`config.mk`:
```
export PLATFORM = sky130hd
export DESIGN_NAME = fft_reorder_buf
export DESIGN_NICKNAME = d
export VERILOG_FILES = /design/src/rtl/fft_reorder_buf.sv
export SDC_FILE = /design/constraint.sdc
export NUM_CORES = 1
export LEC_CHECK = 0
export CAP_MARGIN = 0
export CORE_ASPECT_RATIO = 0.75
export CORE_MARGIN = 3
export CORE_UTILIZATION = 60
export DETAILED_ROUTE_END_ITERATION = 8
export PLACE_DENSITY = 0.79
export SLEW_MARGIN = 10
export SYNTH_ARGS = -nofsm -noshare
export SYNTH_HDL_FRONTEND = slang
export SYNTH_SLANG_ARGS = --single-unit
```
`constraint.sdc`:
```
create_clock -name clk_i -period 10.5 [get_ports clk_i]
set_input_delay 1.575 -clock clk_i [delete_from_list [all_inputs] [get_ports clk_i]]
set_output_delay 1.575 -clock clk_i [all_outputs]
set_load 0.03 [all_outputs]
```
`src/rtl/fft_reorder_buf.sv`:
```
// fft_reorder_buf: ping-pong reorder buffer for a radix-2 DIF FFT output stream.
// Samples arrive in bit-reversed frame order. Each one is stored at the bit-reversed
// address of its arrival count. A completed bank is then read out in natural order.
// Two banks let one frame be written while the previous frame is read.
//
// Ports:
//   clk_i, rst_ni            clock, asynchronous active-low reset
//   in_valid_i/in_ready_o    input handshake; in_sop_i marks the first sample of a frame
//   in_re_i, in_im_i         input sample (bit-reversed order)
//   out_valid_o/out_ready_i  output handshake
//   out_re_o, out_im_o       output sample (natural order), zero when !out_valid_o
//   out_sop_o, out_eop_o     first / last sample of the output frame
//   sop_err_o                one-cycle pulse when in_sop_i resyncs a partial frame
module fft_reorder_buf #(
    parameter int unsigned WIDTH = 3,
    parameter int unsigned DW    = 16
) (
    input  logic          clk_i,
    input  logic          rst_ni,
    input  logic          in_valid_i,
    output logic          in_ready_o,
    input  logic          in_sop_i,
    input  logic [DW-1:0] in_re_i,
    input  logic [DW-1:0] in_im_i,
    output logic          out_valid_o,
    input  logic          out_ready_i,
    output logic [DW-1:0] out_re_o,
    output logic [DW-1:0] out_im_o,
    output logic          out_sop_o,
    output logic          out_eop_o,
    output logic          sop_err_o
);

    localparam int unsigned N = 1 << WIDTH;

    typedef logic [WIDTH-1:0] addr_t;

    function automatic addr_t bitrev(input addr_t a);
        addr_t r;
        r = '0;
        for (int i = 0; i < int'(WIDTH); i++) begin
            r[i] = a[int'(WIDTH) - 1 - i];
        end
        return r;
    endfunction

    // Sample storage: contents are deliberately not reset.
    logic [2*DW-1:0] mem_q [2][N];

    logic       wbank_q, wbank_d;
    logic       rbank_q, rbank_d;
    addr_t      wcnt_q, wcnt_d;
    addr_t      rcnt_q, rcnt_d;
    logic [1:0] full_q, full_d;
    logic       sop_err_q, sop_err_d;

    logic    wr_en, rd_en, resync, wr_last, rd_last;
    addr_t   wr_addr;
    logic [2*DW-1:0] rd_word;

    assign in_ready_o  = ~full_q[wbank_q];
    assign out_valid_o = full_q[rbank_q];

    always_comb begin
        wr_en   = in_valid_i & in_ready_o;
        rd_en   = out_valid_o & out_ready_i;
        // A start-of-frame in the middle of a frame drops the partial frame and
        // restarts at count 0; this sample becomes arrival 0.
        resync  = wr_en & in_sop_i & (wcnt_q != '0);
        wr_addr = resync ? '0 : bitrev(wcnt_q);
        wr_last = wr_en & ~resync & (wcnt_q == '1);
        rd_last = rd_en & (rcnt_q == '1);

        wcnt_d = wcnt_q;
        if (wr_en) begin
            wcnt_d = resync ? addr_t'(1) : wcnt_q + 1'b1;
        end
        rcnt_d    = rd_en ? rcnt_q + 1'b1 : rcnt_q;
        wbank_d   = wbank_q ^ wr_last;
        rbank_d   = rbank_q ^ rd_last;
        sop_err_d = resync;

        // Completion of a write and of a read always refer to different banks.
        full_d = full_q;
        if (rd_last) full_d[rbank_q] = 1'b0;
        if (wr_last) full_d[wbank_q] = 1'b1;
    end

    always_ff @(posedge clk_i or negedge rst_ni) begin
        if (!rst_ni) begin
            wbank_q   <= 1'b0;
            rbank_q   <= 1'b0;
            wcnt_q    <= '0;
            rcnt_q    <= '0;
            full_q    <= 2'b00;
            sop_err_q <= 1'b0;
        end else begin
            wbank_q   <= wbank_d;
            rbank_q   <= rbank_d;
            wcnt_q    <= wcnt_d;
            rcnt_q    <= rcnt_d;
            full_q    <= full_d;
            sop_err_q <= sop_err_d;
        end
    end

    always_ff @(posedge clk_i) begin
        if (wr_en) begin
            mem_q[wbank_q][wr_addr] <= {in_re_i, in_im_i};
        end
    end

    always_comb begin
        rd_word   = mem_q[rbank_q][rcnt_q];
        out_re_o  = out_valid_o ? rd_word[2*DW-1:DW] : '0;
        out_im_o  = out_valid_o ? rd_word[DW-1:0] : '0;
        out_sop_o = out_valid_o & (rcnt_q == '0);
        out_eop_o = out_valid_o & (rcnt_q == '1);
        sop_err_o = sop_err_q;
    end

endmodule

```
==> reports/summary.txt <==
RSZ-0062 raised after global routing: false
Crit Path Category: reg2out
Final Power: 5.452 mW
post-CTS resize count: 0
wire length per cell: 28.59 um
cts hold-fix bufs: 0
Final Max Tran Viols: 0
Vias/cell: 6.470
IO Count: 74
TritonCTS clock tree: yes
static leakage: 7.041 nW
vias: 9317
total number of H-tree levels: 2
min-delay worst type: reg2reg
DR iter-0 viols: 1143
post-synth top area cell: edfxtp_1
Seq/Total Area, Yosys: 77.67%
PD cells: 239.1 nW/um^2
Clock Tree Buf Depth: 3
worst endpoint data arrival time: 3.87 ns
Slowest cell on crit path: dfrtp_4
Total GRT Usage: 24.13%
setup TNS: 0 ns
startpoint types: flip-flop
Die Area: 35840 um^2
Placed Cells: 1360
Clock Latency Late Sink: 0.56 ns
Die Y: 164.7 um
slew of the pin with the lowest slew margin: 1.177 ns
largest net degree at the start of global routing: 103
Critical Path RT: 8.93 ns
initial antenna violation count: 5
drt pass-1 iters: 5
worst vdd ir: 0.0001545 V
clock-pin slew on the worst setup and hold paths: 0.06 ns
Mapped Area: 20150 um^2
grt total ovfl: 0
IO Port Bufs: 73
Min Hold Slack: 0.5352 ns
Worst setup EP type: output port
Chip Width: 217.6 um
# clock sinks: 523
area fraction of the dominant cell type after synthesis: 76.30%
Num CTS Buffers: 47
first-pass GRT wire length: 62200 um
Synth-to-Final Area Change: 13.16%
end-of-flow core utilization: 69.65%
CP max stage delay: 0.80 ns
placer congestion estimate: 0.7204
Hold Vio Cnt, Final: 0
final setup fails: 0
Final Cycle Share: 51.86%
layout cells sized above 1: 22.97%
via count of the first global-routing pass: 9644
Core Region: 32740 um^2
f_max: 183.7 MHz
Mapped Nets: 911
HPWL after DPL: 19920 um
Cell Count, Final, Fillers Out: 1440
critical path, cell by cell: buf_12 > mux4_2 > mux2i_1 > o22ai_1 > clkdlybuf4s50_1
final worst slack: 5.055 ns
antenna-violating nets left: 0
synthesized flop and latch total: 523
Yosys warning count: 0
final WL: 41170 um
Mapped Cells: 868
Area contributors post-synth: edfxtp_1 76%, mux4_2 14%, mux2i_1 3.2%, dfrtp_1 1.4%, o22ai_1 0.99%
Max-Slew Margin vs Limit: 21.24%
clk_skew: 0.01711 ns
Placement Setup Slack: 5.662 ns
minimum clock period: 5.445 ns
DRC: 0
Yosys cell types: 33
crit path max fanout: 102
fin nets: 1010
post-route design area: 22800 um^2
most frequent cells in the layout: 512 x edfxtp_1, 128 x mux4_2, 73 x clkdlybuf4s50_1
row cnt: 57
# Post-CTS Setup Buffers: 0
Max Cap Viol: 0
commonest non-fill, non-tap cell in the layout: edfxtp_1
clock root buffer: clkbuf_16
Post-Syn Area per Cell: 23.21 um^2
outcome: finished, final reports clean
dpl cell area: 21450 um^2
Initial Util: 61.55%
-- per-layer routing --
metal	share of wire [%]	vias up	track usage, %
met5	0.13	-	0
li1	-	3882	-
met2	49	445	38.03
met1	40	4908	35.69
met4	1.9	8	5.926
met3	9.2	74	5.168
-- registers in the layout, indices dropped and copies added, names as in the netlist --
| signal | count |
|---|---|
| rbank_q | 1 |
| mem_q | 512 |
| sop_err_o | 1 |
| rcnt_q | 3 |
| wbank_q | 1 |
| wcnt_q | 3 |
| full_q | 2 |
-- report_power, final --
group	total (mW)	internal, mW	leakage [nW]	switching [mW]
Combinational	1.34	0.591	1.64	0.751
Sequential	2.57	2.45	4.75	0.118
Clock	1.54	0.852	0.644	0.692
-- logic make-up (layout without fill, tap and decap cells) --
logic type	Yosys count	in the layout	share of synthesized area [%]
and+or+nand+nor	41	41	0.9935
DFF	523	523	77.67
other	0	1	0
xor gates and xnor gates	3	3	0.1304
AOI/OAI and AO/OA	46	46	1.583
muxes	196	196	17.71
adders and majority gates	6	6	0.3726
buffers and inverters	53	182	1.540
-- worst max-delay path: cells and delay by family (launching register included) --
family,cells,cell delay [ns]
buffers and inverters,2,1.33
DFF,1,0.80
muxes,2,0.80
AOI/OAI and AO/OA,1,0.19
-- synthesized netlist by cell type --
library cell,n
nand2_1,8
clkbuf_1,2
a2111oi_0,1
inv_2,1
o41ai_2,3
nand2b_1,2
a41oi_1,1
nor2b_1,4
inv_1,7
nor3_1,5
and2_1,1
edfxtp_1,512
o22ai_1,32
buf_6,9
nor3b_1,1
o21ai_1,2
nor2_1,14
mux2i_1,64
and3b_1,1
nand4_1,3
buf_4,1
mux2_2,4
o2111ai_1,2
a21oi_1,1
buf_1,1
o21ai_0,4
ha_1,6
buf_2,32
dfrtp_1,11
xnor2_1,3
nand4b_1,1
nand3_1,1
mux4_2,128
-- cell type report --
class / instances / area, um^2
diodes: 1 / 2.502
flip-flops and latches: 523 / 15660
fillers: 1939 / 9935
repair buffers: 95 / 908.4
clock inverters: 10 / 42.54
clock buffers: 69 / 1301
inverters: 8 / 30.03
well taps: 442 / 553.0
multi-input cells: 292 / 4302
-- worst paths after layout --
path	to	slack, ns	from	depth (start not counted)
worst max-delay path	out_im_o[3]	5.05	rbank_q$_DFF_PN0_	5
worst min register to register	full_q[1]$_DFF_PN0_	0.54	full_q[1]$_DFF_PN0_	2
min in group asynchronous	wcnt_q[0]$_DFFE_PN0N_	1.38	rst_ni	1
worst max register to register	mem_q[1][75]$_DFFE_PP_	7.32	wcnt_q[0]$_DFFE_PN0N_	6
worst min-delay path	full_q[1]$_DFF_PN0_	0.54	full_q[1]$_DFF_PN0_	2
max in group asynchronous	rcnt_q[0]$_DFFE_PN0P_	8.71	rst_ni	1
(Power assumes the default switching activity.)
